$ cat src/rtl/pipeline_result_collector.sv
// Fast-clock collector for the slow_clk pipeline: detects qualified slow_clk rises,
// drops the first FILL_SKIP of them, then queues s2_result in a FWFT FIFO for the consumer.
module pipeline_result_collector #(
    parameter int DATA_W    = 8,
    parameter int DEPTH     = 4,
    parameter int FILL_SKIP = 2
) (
    input  logic                       fast_clk,
    input  logic                       rst_n,
    input  logic                       slow_clk,
    input  logic [DATA_W-1:0]          s2_result,
    input  logic                       enable,
    output logic                       out_valid,
    input  logic                       out_ready,
    output logic [DATA_W-1:0]          out_data,
    output logic [$clog2(DEPTH):0]     level,
    output logic                       overflow,
    input  logic                       clr_ovf,
    output logic [15:0]                capture_count
);

    localparam int PTR_W  = (DEPTH > 1) ? $clog2(DEPTH) : 1;
    localparam int LVL_W  = $clog2(DEPTH) + 1;
    localparam int SKIP_W = (FILL_SKIP > 0) ? $clog2(FILL_SKIP + 1) : 1;

    localparam logic [SKIP_W-1:0] SKIP_MAX  = SKIP_W'(FILL_SKIP);
    localparam logic [SKIP_W-1:0] SKIP_ONE  = SKIP_W'(1);
    localparam logic [LVL_W-1:0]  LVL_FULL  = LVL_W'(DEPTH);
    localparam logic [LVL_W-1:0]  LVL_ONE   = LVL_W'(1);
    localparam logic [LVL_W-1:0]  LVL_ZERO  = '0;
    localparam logic [PTR_W-1:0]  PTR_ONE   = PTR_W'(1);

    // Reset asserts asynchronously but is released only on a fast_clk edge.
    logic r_rst_meta;
    logic r_rst_sync;
    logic w_rst_n;

    always_ff @(posedge fast_clk or negedge rst_n) begin
        if (!rst_n) begin
            r_rst_meta <= 1'b0;
            r_rst_sync <= 1'b0;
        end else begin
            r_rst_meta <= 1'b1;
            r_rst_sync <= r_rst_meta;
        end
    end

    assign w_rst_n = r_rst_sync;

    logic                r_slow_q;
    logic [SKIP_W-1:0]   r_skip_cnt;
    logic [DATA_W-1:0]   r_mem [DEPTH];
    logic [PTR_W-1:0]    r_wr_ptr;
    logic [PTR_W-1:0]    r_rd_ptr;
    logic [LVL_W-1:0]    r_level;
    logic                r_overflow;
    logic [15:0]         r_capture_count;

    logic w_rise;
    logic w_qual;
    logic w_skipping;
    logic w_push;
    logic w_full;
    logic w_pop;
    logic w_wr;
    logic w_drop;

    assign w_rise     = slow_clk & ~r_slow_q;
    assign w_qual     = w_rise & enable;
    assign w_skipping = (r_skip_cnt < SKIP_MAX);
    assign w_push     = w_qual & ~w_skipping;
    assign w_full     = (r_level == LVL_FULL);
    assign w_pop      = (r_level != LVL_ZERO) & out_ready;
    // When full, a same-cycle pop frees the head slot, which is also the write slot.
    assign w_wr       = w_push & (~w_full | w_pop);
    assign w_drop     = w_push & w_full & ~w_pop;

    always_ff @(posedge fast_clk or negedge w_rst_n) begin
        if (!w_rst_n) begin
            r_slow_q   <= 1'b1;
            r_skip_cnt <= '0;
        end else begin
            r_slow_q <= slow_clk;
            if (w_qual && w_skipping) begin
                r_skip_cnt <= r_skip_cnt + SKIP_ONE;
            end
        end
    end

    always_ff @(posedge fast_clk or negedge w_rst_n) begin
        if (!w_rst_n) begin
            for (int i = 0; i < DEPTH; i++) begin
                r_mem[i] <= '0;
            end
            r_wr_ptr <= '0;
            r_rd_ptr <= '0;
            r_level  <= '0;
        end else begin
            if (w_wr) begin
                r_mem[r_wr_ptr] <= s2_result;
                r_wr_ptr        <= r_wr_ptr + PTR_ONE;
            end
            if (w_pop) begin
                r_rd_ptr <= r_rd_ptr + PTR_ONE;
            end
            case ({w_wr, w_pop})
                2'b10:   r_level <= r_level + LVL_ONE;
                2'b01:   r_level <= r_level - LVL_ONE;
                default: r_level <= r_level;
            endcase
        end
    end

    always_ff @(posedge fast_clk or negedge w_rst_n) begin
        if (!w_rst_n) begin
            r_overflow      <= 1'b0;
            r_capture_count <= '0;
        end else begin
            if (w_drop) begin
                r_overflow <= 1'b1;
            end else if (clr_ovf) begin
                r_overflow <= 1'b0;
            end
            if (w_wr) begin
                r_capture_count <= r_capture_count + 16'd1;
            end
        end
    end

    assign out_valid     = (r_level != LVL_ZERO);
    assign out_data      = r_mem[r_rd_ptr];
    assign level         = r_level;
    assign overflow      = r_overflow;
    assign capture_count = r_capture_count;

endmodule

$ cat config.mk
export PLATFORM = sky130hd
export DESIGN_NAME = pipeline_result_collector
export DESIGN_NICKNAME = d
export VERILOG_FILES = /design/src/rtl/pipeline_result_collector.sv
export SDC_FILE = /design/constraint.sdc
export NUM_CORES = 1
export LEC_CHECK = 0
export ABC_AREA = 1
export CAP_MARGIN = 20
export CORE_MARGIN = 5
export CORE_UTILIZATION = 35
export CTS_CLUSTER_SIZE = 40
export DETAILED_ROUTE_END_ITERATION = 10
export HOLD_SLACK_MARGIN = 0.02
export SLEW_MARGIN = 20
export SYNTH_ARGS = -nofsm -noshare
export SYNTH_HDL_FRONTEND = slang
export SYNTH_SLANG_ARGS = --single-unit
$ cat constraint.sdc
create_clock -name fast_clk -period 5.1 [get_ports fast_clk]
set_clock_uncertainty 0.1 [all_clocks]
set_input_delay 0.51 -clock fast_clk [delete_from_list [all_inputs] [get_ports fast_clk]]
set_output_delay 0.51 -clock fast_clk [all_outputs]
set_load 0.02 [all_outputs]
After elaboration in Yosys (flattened, before gate mapping) --
Cells that the tools add are included.
Operators by class: add/sub/neg operators 6, order comparisons 4, eq/ne operators 3, muxes and demuxes 9, bitwise logic cells 14, reduce and logical (&&, ||, !) cells 5
Operators by type and width (count):
- 32-bit bitwise mux | 1
- 8-bit 2-to-1 mux | 3
- 16-bit by 1-bit adder with 16-bit output, second input constant | 1
- 8-bit binary-select mux with 2-bit select | 1
- 8-bit demux with 2-bit select | 1
- 1-bit bitwise AND | 7
- 2-bit by 1-bit adder with 2-bit output, second input constant | 3
- 3-bit >= comparator, second input constant | 2
- 2-bit NOT with 3-bit output | 2
- 3-bit case mux with 2 select lines | 1
- 1-bit NOT | 4
- 2-bit nonzero test | 2
- 3-bit by 1-bit adder with 3-bit output, second input constant | 1
- 3-bit == test, second input constant | 1
- 3-bit by 1-bit < comparator with 1-bit output, second input constant | 1
- 3-bit nonzero test | 1
- 3-bit by 1-bit subtractor with 3-bit output, second input constant | 1
- 2-bit by 1-bit == test with 1-bit output, second input constant | 1
- 2-bit == test, second input constant | 1
- 1-bit logical AND | 2
- 2-bit < comparator, second input constant | 1
- 1-bit 2-to-1 mux | 2
- 1-bit bitwise OR | 1
Word-level totals: register bits after elaboration 61, bits of input ports 14, output and inout bits 29, word-level logic and storage cells 54

Depth between registers and ports, before layout --
Gate-level depths: netlist (run 1).
depth in word-level cells 7, gate-level depth with buffers 13, depth with buffers taken out 11

Least setup slack after synthesis (run 1) --
No wires, ideal clock.
kind input to register, start point in out_ready, end point reg r_level[2] (netlist: level[2]), setup time 0.131 ns, arrival 2.102 ns, data required time 4.869 ns, path slack 2.767 ns, cell stages on the path 13, path buffers 2, cell sequence inv_1 -> nand2_1 -> nor2_2 -> nor2_4 -> buf_12 -> buf_8 -> inv_2 -> ha_1 -> inv_1 -> fa_1 -> a21oi_1 -> o21ai_0 -> xor2_1
On the way: word-level cells in the longest chain between the ends 5, elaborated cells between the ends (all ways) 7, classes of those cells eq/ne: 2; mux: 1; bitwise: 3; reduce/logical: 1
Ends and longest elaborated chain:
- start: declaration | line 14 | input logic out_ready,
- 1-bit bitwise AND (*) | line 73 | assign w_pop = (r_level != LVL_ZERO) & out_ready;
- 1-bit bitwise OR | line 75 | assign w_wr = w_push & (~w_full | w_pop);
- 1-bit bitwise AND | line 75
- 2-bit by 1-bit == test with 1-bit output / 2-bit == test (equally long branches) | line 106 | case ({w_wr, w_pop})
- 3-bit case mux with 2 select lines / 2-bit nonzero test (equally long branches)
- end signal: assignment | line 107 | 2'b10: r_level <= r_level + LVL_ONE;
- end signal: assignment | line 108 | 2'b01: r_level <= r_level - LVL_ONE;
- end signal: assignment | line 109 | default: r_level <= r_level;
- end: declaration | line 55 | logic [LVL_W-1:0] r_level;
Mark *: on every way between the ends. The rest lies on a longest branch, timed or not. A chain may end at the register's enable or synchronous reset.

Final worst setup path (run 1) --
start point reg r_rd_ptr[0], end point out out_data[2]
On the way: word-level cells in the longest chain between the ends 4
Ends and longest elaborated chain:
- start: declaration | line 54 | logic [PTR_W-1:0] r_rd_ptr;
- start signal: assignment | line 104 | r_rd_ptr <= r_rd_ptr + PTR_ONE;
- 2-bit NOT with 3-bit output (implied by the code) | line 131 | assign out_data = r_mem[r_rd_ptr];
- 8-bit binary-select mux with 2-bit select | line 131
- 8-bit 2-to-1 mux (implied by the code) (2 in a row) | line 131
- end: declaration | line 15 | output logic [DATA_W-1:0] out_data,
Every way passes these cells. The select of a mux whose other input is x is not followed.

==> summary.txt, run 1 <==
Drt
  • Initial DRT Pass Iterations: 4
  • WL/cell: 12.7 um
  • Detailed Route WL: 6230 um
  • Via density: 4.71
  • DRC: 0
  • ANT nets after route: 0
  • Initial drt markers: 83
  • Vias after detailed routing: 2311

Clock network
  • Clock-pin slew on the worst setup and hold paths: 0.07 ns
  • Post-CTS Hold Fix Bufs: 0
  • Post-CTS setup buffers: 0
  • Post-CTS resize count: 0
  • Clock Latency Late Sink: 0.34 ns
  • CTS tree: built
  • Clk buf depth: 2
  • Root Driver: clkbuf_8
  • H-tree Lvls: 3
  • CTS Buf Count: 9
  • TritonCTS Sinks: 61

Timing
  • Tcrit/Tclk final: 59.5%
  • Min Clock Period, post-route: 3.04 ns
  • Slew HR: 44.2%
  • Fmax: 329 MHz
  • Final hold violation count: 0
  • Slew Viols, Final: 0
  • Setup violators final: 0
  • Final setup TNS: 0 ns
  • Worst-Margin Slew: 0.835 ns
  • RSZ-0062 raised after global routing: no

Logic synthesis
  • Synth warn: 0
  • Top cell type's share of synthesized area: about half
  • Synth area leader: dfrtp_1
  • Syn nets: 358
  • Synth Area per Inst: approximately 8.9 sq um
  • Synth Flop Type: dfrtp_1
  • Ys async rst share: 100%
  • Post-synth EDFFs: 0
  • Sequential fraction of the synthesis area: 50.9%
  • Mapped Cells: about 340
  • Mapped Area: about 3000 sq um
  • Synth unique cells: 30
  • Synth Register Bits: 61
  • Top area cells in the synthesized netlist: dfrtp_1, nand2_1, o21ai_0, inv_1, o21ai_2

Floorplan
  • Die H: 103 um
  • Chip width: a little over 100 um
  • Core Region: roughly 8300 sq um
  • I/O pins: 43
  • Row count: 33
  • Initial core utilization: a little over a third
  • Die area: 10500 sq um

Setup path
  • CP Launch Type: flop
  • Slowest CP cell: dfrtp_1
  • Critical path arrival: 2.43 ns
  • Crit-path max FO: 19
  • CP max stage delay: 0.73 ns
  • CP Class: flop to output pin
  • Crit-path cells: inv_1 > o21ai_0 > o22ai_1 > clkdlybuf4s50_1
  • Required time of the worst setup path: 4.49 ns
  • Worst Path Buf+Inv: 2
  • CP endpoint kind: output pin
  • CP top delay family: buffers and inverters

Power
  • Cell Pwr Density: 588 nW/um^2
  • Switching power of the nets: 859 uW
  • Clk pwr share: 20.1%
  • Combinational Power Share: roughly two fifths
  • Flop pwr share: between 30% and 40%
  • Int Pwr: 1.29 mW
  • Maximum VDD drop: around 0.28 mV
  • Leak: 1.71 nW
  • Sw frac: 39.9%

Finish
  • Post-Layout Cell Count: between 400 and 500
  • Area Growth Syn to Fin: 22.0%
  • Ratio of cells with drive above 1 in the final layout: 11.4%
  • Multi-input combinational cell area: 1210 sq um
  • FILL cells: 832
  • Final net count: 402
  • N_diodes: 0
  • Seq. cell area: 1530 sq um
  • Core Util, Final: between 40% and 50%

Placement
  • IO Port Bufs: 42
  • GP Congestion: around 0.76
  • HPWL Detailed: between 4000 and 5000 um
  • Placed Cells: 475

Global routing
  • Largest net degree at the start of global routing: 60
  • Initial antenna violation count: 0
  • First-pass GRT wire length: 10700 um
  • All-Layer GR Usage: 13.0%
  • Vias in the first global route: 2322
  • Congestion Overflow GR: 0

Outcome
  • Status: finished clean

Job
  • Total of max-cap violations: 0

Min path
  • Worst min-delay path category: primary input to async pin
==> worst paths after layout <==
| check | start | endpoint | slack [ns] | depth (start not counted) |
|---|---|---|---|---|
| setup / recovery | r_rd_ptr[0] | out_data[2] | 2.06 | 4 |
| hold / removal | rst_n | r_rst_meta | 0.23 | 1 |
| setup reg to reg | level[1] | level[1] | 2.64 | 9 |
| hold reg to reg | r_rst_meta | r_rst_sync | 0.25 | 0 |
| max in group asynchronous | r_rst_sync | capture_count[4] | 4.11 | 1 |
| min in group fast_clk | r_rst_meta | r_rst_sync | 0.25 | 0 |
==> per-layer routing <==
metal / wire, um / track usage, % / share of wire (%) / vias to the layer above
met3: 382 / 4.74 / 6.1 / 6
met5: 0 / 0 / 0 / -
met1: 2910 / 16.3 / 47 / 1085
met2: 2890 / 20.9 / 46 / 59
met4: 55 / 4.14 / 0.88 / 0
li1: - / - / - / 1161
==> area by class of cell <==
class,count,share of cell area [%]
well taps,105,3.59
repair buffers,43,11.7
inverters,43,4.41
flip-flops and latches,61,41.8
clock inverters,7,2.05
clock buffers,9,3.38
multi-input cells,223,33.1
==> power groups by stage <==
stage / combinational (mW) / sequential (mW) / clock [mW]
final: 0.899 / 0.820 / 0.433
after global routing: 1.00 / 0.850 / 0.465
after CTS: 0.914 / 0.821 / 0.448
after detailed placement: 0.911 / 0.828 / 0
after global placement: 0.893 / 0.826 / 0
after floorplan: 0.556 / 0.839 / 0
==> layout by cell type, fill, tap and decap left out, types with 2 or more instances in the layout <==
cell type        instances
clkdlybuf4s50_1         42
inv_2                    2
ha_1                     6
nor2_1                  27
clkinvlp_4               3
o22ai_1                  9
dfrtp_1                 59
o21ai_2                 16
nand3_1                  9
a21oi_1                  2
clkbuf_8                 9
inv_1                   41
nand2_8                  2
xor2_1                  12
nand2_1                 84
o21ai_0                 35
nand4_1                  9
nand2_2                  3
==> per-stage QoR <==
step	power (mW)	hold WS, ns	instance area, sq um	setup slack (ns)
after floorplan	1.39	0.114	3000	2.77
after global placement	1.72	0.235	3460	2.06
after detailed placement	1.74	0.236	3460	1.96
after CTS	2.18	0.214	3660	2.02
after global routing	2.32	0.221	3660	1.83
final	2.15	0.226	3660	2.06
==> flip-flops by register name (all words and copies together), names as in the netlist <==
name / cells
capture_count: 16
level: 3
overflow: 1
r_mem: 32
r_rd_ptr: 2
r_rst_meta: 1
r_rst_sync: 1
r_skip_cnt: 2
r_slow_q: 1
r_wr_ptr: 2
==> logic make-up (layout without fill, tap and decap cells) <==
logic type	count (synthesis)	after routing	synth area share (%)
compound gates	63	63	12.9
xor+xnor	13	13	3.79
fa+ha+maj	7	7	3.17
buf+inv	53	102	8.71
flops	61	61	50.9
other cells	1	1	0.125
simple gates	139	139	20.4
==> synthesized netlist by cell type, types with 2 or more instances <==
library cell and n:
a21oi_1 2, buf_2 4, buf_8 3, dfrtp_1 60
ha_1 6, inv_1 41, inv_2 2, nand2_1 84
nand2_2 3, nand2_8 2, nand3_1 9, nand4_1 9
nor2_1 27, o21ai_0 35, o21ai_2 16, o22ai_1 9
xor2_1 12
(Power assumes the default switching activity.)
==> inputs of run 2 (changes only) <==
- clock period: 5.1 -> 3.1 ns (I/O delays scaled with it)
==> run 2 against run 1 <==
  * Power increased by 75%
  * Combinational power increased by 70%
  * Cell count increased by 0.81%
  * Worst setup slack got worse by 1.5 ns
  * Critical path depth unchanged
  * Sequential power increased by 62%
  * Global-route usage increased by 0.46 points
  * Critical endpoint unchanged
  * Register-to-register slack got worse by 1.6 ns
  * Wire length increased by 2.3%
  * Hold slack got worse by 0.072 ns
  * Clock power increased by 110%
==> summary.txt, run 2 (synthesized netlist as in run 1, its figures left out) <==
Timing
  • Fmax: 388 MHz
  • Tcrit/Tclk final: 83.1%
  • Final setup margin: 0.525 ns (was 2.06 ns)
  • RSZ-0062 raised after global routing: no (unchanged)
  • Worst-Margin Slew: 0.538 ns (was 0.835 ns)
  • Slew HR: 64.1% (was 44.2%)
  • Setup violators final: 0 (unchanged)
  • Slew Viols, Final: 0 (unchanged)
  • Final setup TNS: 0 ns (unchanged)
  • Min Clock Period, post-route: between 2 and 3 ns
  • Final hold violation count: 0 (unchanged)

Setup path
  • Slowest CP cell: clkdlybuf4s50_1 (was dfrtp_1)
  • Crit-path max FO: 9 (was 19)
  • Crit-path cells: inv_1 > o21ai_0 > o22ai_1 > clkdlybuf4s50_1 (unchanged)
  • Critical path arrival: 2.16 ns (was 2.43 ns)
  • CP Class: flop to output pin (unchanged)
  • CP max stage delay: 0.64 ns (was 0.73 ns)
  • CP Launch Type: flop (unchanged)
  • Required time of the worst setup path: 2.69 ns (was 4.49 ns)
  • CP endpoint kind: output pin (unchanged)

Floorplan
  • Initial core utilization: 36.2% (unchanged)
  • I/O pins: 43 (unchanged)
  • Die area: 10500 sq um (unchanged)
  • Row count: 33 (unchanged)
  • Die H: 103 um (unchanged)
  • Core Region: 8300 sq um (unchanged)
  • Chip width: 103 um (unchanged)

Power
  • Maximum VDD drop: 0.531 mV (was 0.285 mV)
  • Leak: 1.76 nW (was 1.71 nW)
  • Cell Pwr Density: 1010 nW/um^2 (was 588 nW/um^2)

Global routing
  • All-Layer GR Usage: 13.5% (was 13.0%)
  • First-pass GRT wire length: 11000 um (was 10700 um)
  • Largest net degree at the start of global routing: 30 (was 60)
  • Congestion Overflow GR: 0 (unchanged)
  • Vias in the first global route: 2264 (was 2322)
  • Initial antenna violation count: 0 (unchanged)

Finish
  • Commonest non-fill, non-tap cell in the layout: nand2_1 (unchanged)
  • Largest register FFs: 32 (unchanged)
  • Core Util, Final: 45.2% (was 44.1%)
  • Final net count: 406 (was 402)
  • Most frequent cells in the layout: nand2_1, dfrtp_1, clkdlybuf4s50_1, inv_1, o21ai_0 (unchanged)
  • Top reg by flops: r_mem (unchanged)
  • Area Growth Syn to Fin: 25.1% (was 22.0%)
  • N_diodes: 0 (unchanged)
  • Ratio of cells with drive above 1 in the final layout: 11.8% (was 11.4%)

Clock network
  • TritonCTS Sinks: 61 (unchanged)
  • Post-CTS resize count: 0 (unchanged)
  • Clk buf depth: 2 (unchanged)
  • CTS Buf Count: 9 (unchanged)
  • CTS tree: built (unchanged)
  • Root Driver: clkbuf_8 (unchanged)
  • Clock-pin slew on the worst setup and hold paths: 0.07 ns (about the same)
  • H-tree Lvls: 3 (unchanged)
  • Post-CTS setup buffers: 0 (unchanged)
  • Clock Latency Late Sink: 0.34 ns (about the same)

Placement
  • Dpl ws: 0.720 ns (was 1.96 ns)
  • GP Congestion: 0.792 (was 0.759)
  • IO Port Bufs: 42 (unchanged)
  • HPWL Detailed: 4290 um (was 4090 um)

Drt
  • WL/cell: 12.9 um (was 12.7 um)
  • Vias after detailed routing: 2320 (was 2311)
  • Initial drt markers: 86 (was 83)
  • DRC: 0 (unchanged)
  • Detailed Route WL: 6380 um (was 6230 um)
  • ANT nets after route: 0 (unchanged)
  • Via density: 4.69 (was 4.71)
  • Initial DRT Pass Iterations: 4 (unchanged)

Outcome
  • Status: finished clean (unchanged)

Job
  • Total of max-cap violations: 0 (unchanged)

Min path
  • Worst min-delay path category: flop to async pin (was primary input to async pin)
## run 2: cell count changes in the layout (fill, tap and decap cells not counted)
cell           change
buf_4              +3
bufinv_16          +2
clkbuf_1           +1
clkbuf_8           +3
clkinv_2           -1
clkinv_4           -1
clkinvlp_4         -3
dlygate4sd3_1      +1
inv_6              -1
## run 2: final timing paths
path | startpoint | endpoint | slack (ns) | depth (start not counted)
max reg2reg | level[1] | level[2] | 1.05 | 11
max | r_rd_ptr[1] | out_data[2] | 0.53 | 4
max in group asynchronous | r_rst_sync | capture_count[15] | 2.08 | 1
min in group fast_clk | r_rst_meta | r_rst_sync | 0.25 | 0
min reg2reg | r_rst_sync | r_mem[7] | 0.15 | 0
min | r_rst_sync | r_mem[7] | 0.15 | 0
## run 2: worst max-delay path, delay by kind of cell, from the launching register on
family | cells | cell delay, ns
flip-flops | 1 | 0.51
buffers and inverters | 2 | 0.97
AO/OA/AOI/OAI | 2 | 0.34
## run 2: stage by stage
step	hold WS, ns	total power [mW]	std cells	area, sq um
floorplan	-0.0856	2.29	337	3000
global placement	0.185	2.85	478	3480
detailed placement	0.181	2.88	478	3480
CTS	0.182	3.82	495	3750
global route	0.215	4.07	495	3750
finish	0.154	3.77	495	3750
## run 2: cell type report
type,count,area [sq um]
inverter,43,161
tap,105,131
multi-input combinational,223,1210
clock inverter,3,90.1
timing repair buffer,47,460
sequential,61,1530
fill,822,4550
clock buffer,13,169
## run 2: where the power goes
group | switching [mW] | total [mW] | leakage (nW) | internal [mW]
Clock | 0.317 | 0.918 | 0.130 | 0.601
Sequential | 0.225 | 1.33 | 0.751 | 1.10
Combinational | 0.860 | 1.53 | 0.882 | 0.669
## run 2: per-layer routing
metal	vias up	GRT usage [%]	wire length [um]
li1	1171	-	-
met2	54	21.5	3000
met3	5	5.01	396
met5	-	0	0
met4	0	3.73	61
met1	1090	17.2	2920
## run 2: repair_timing
action / 4_1_cts / 5_1_grt
setup endpoints to repair: 0 / 0
hold buffers: 1 / 0
hold endpoints to repair: 2 / 0
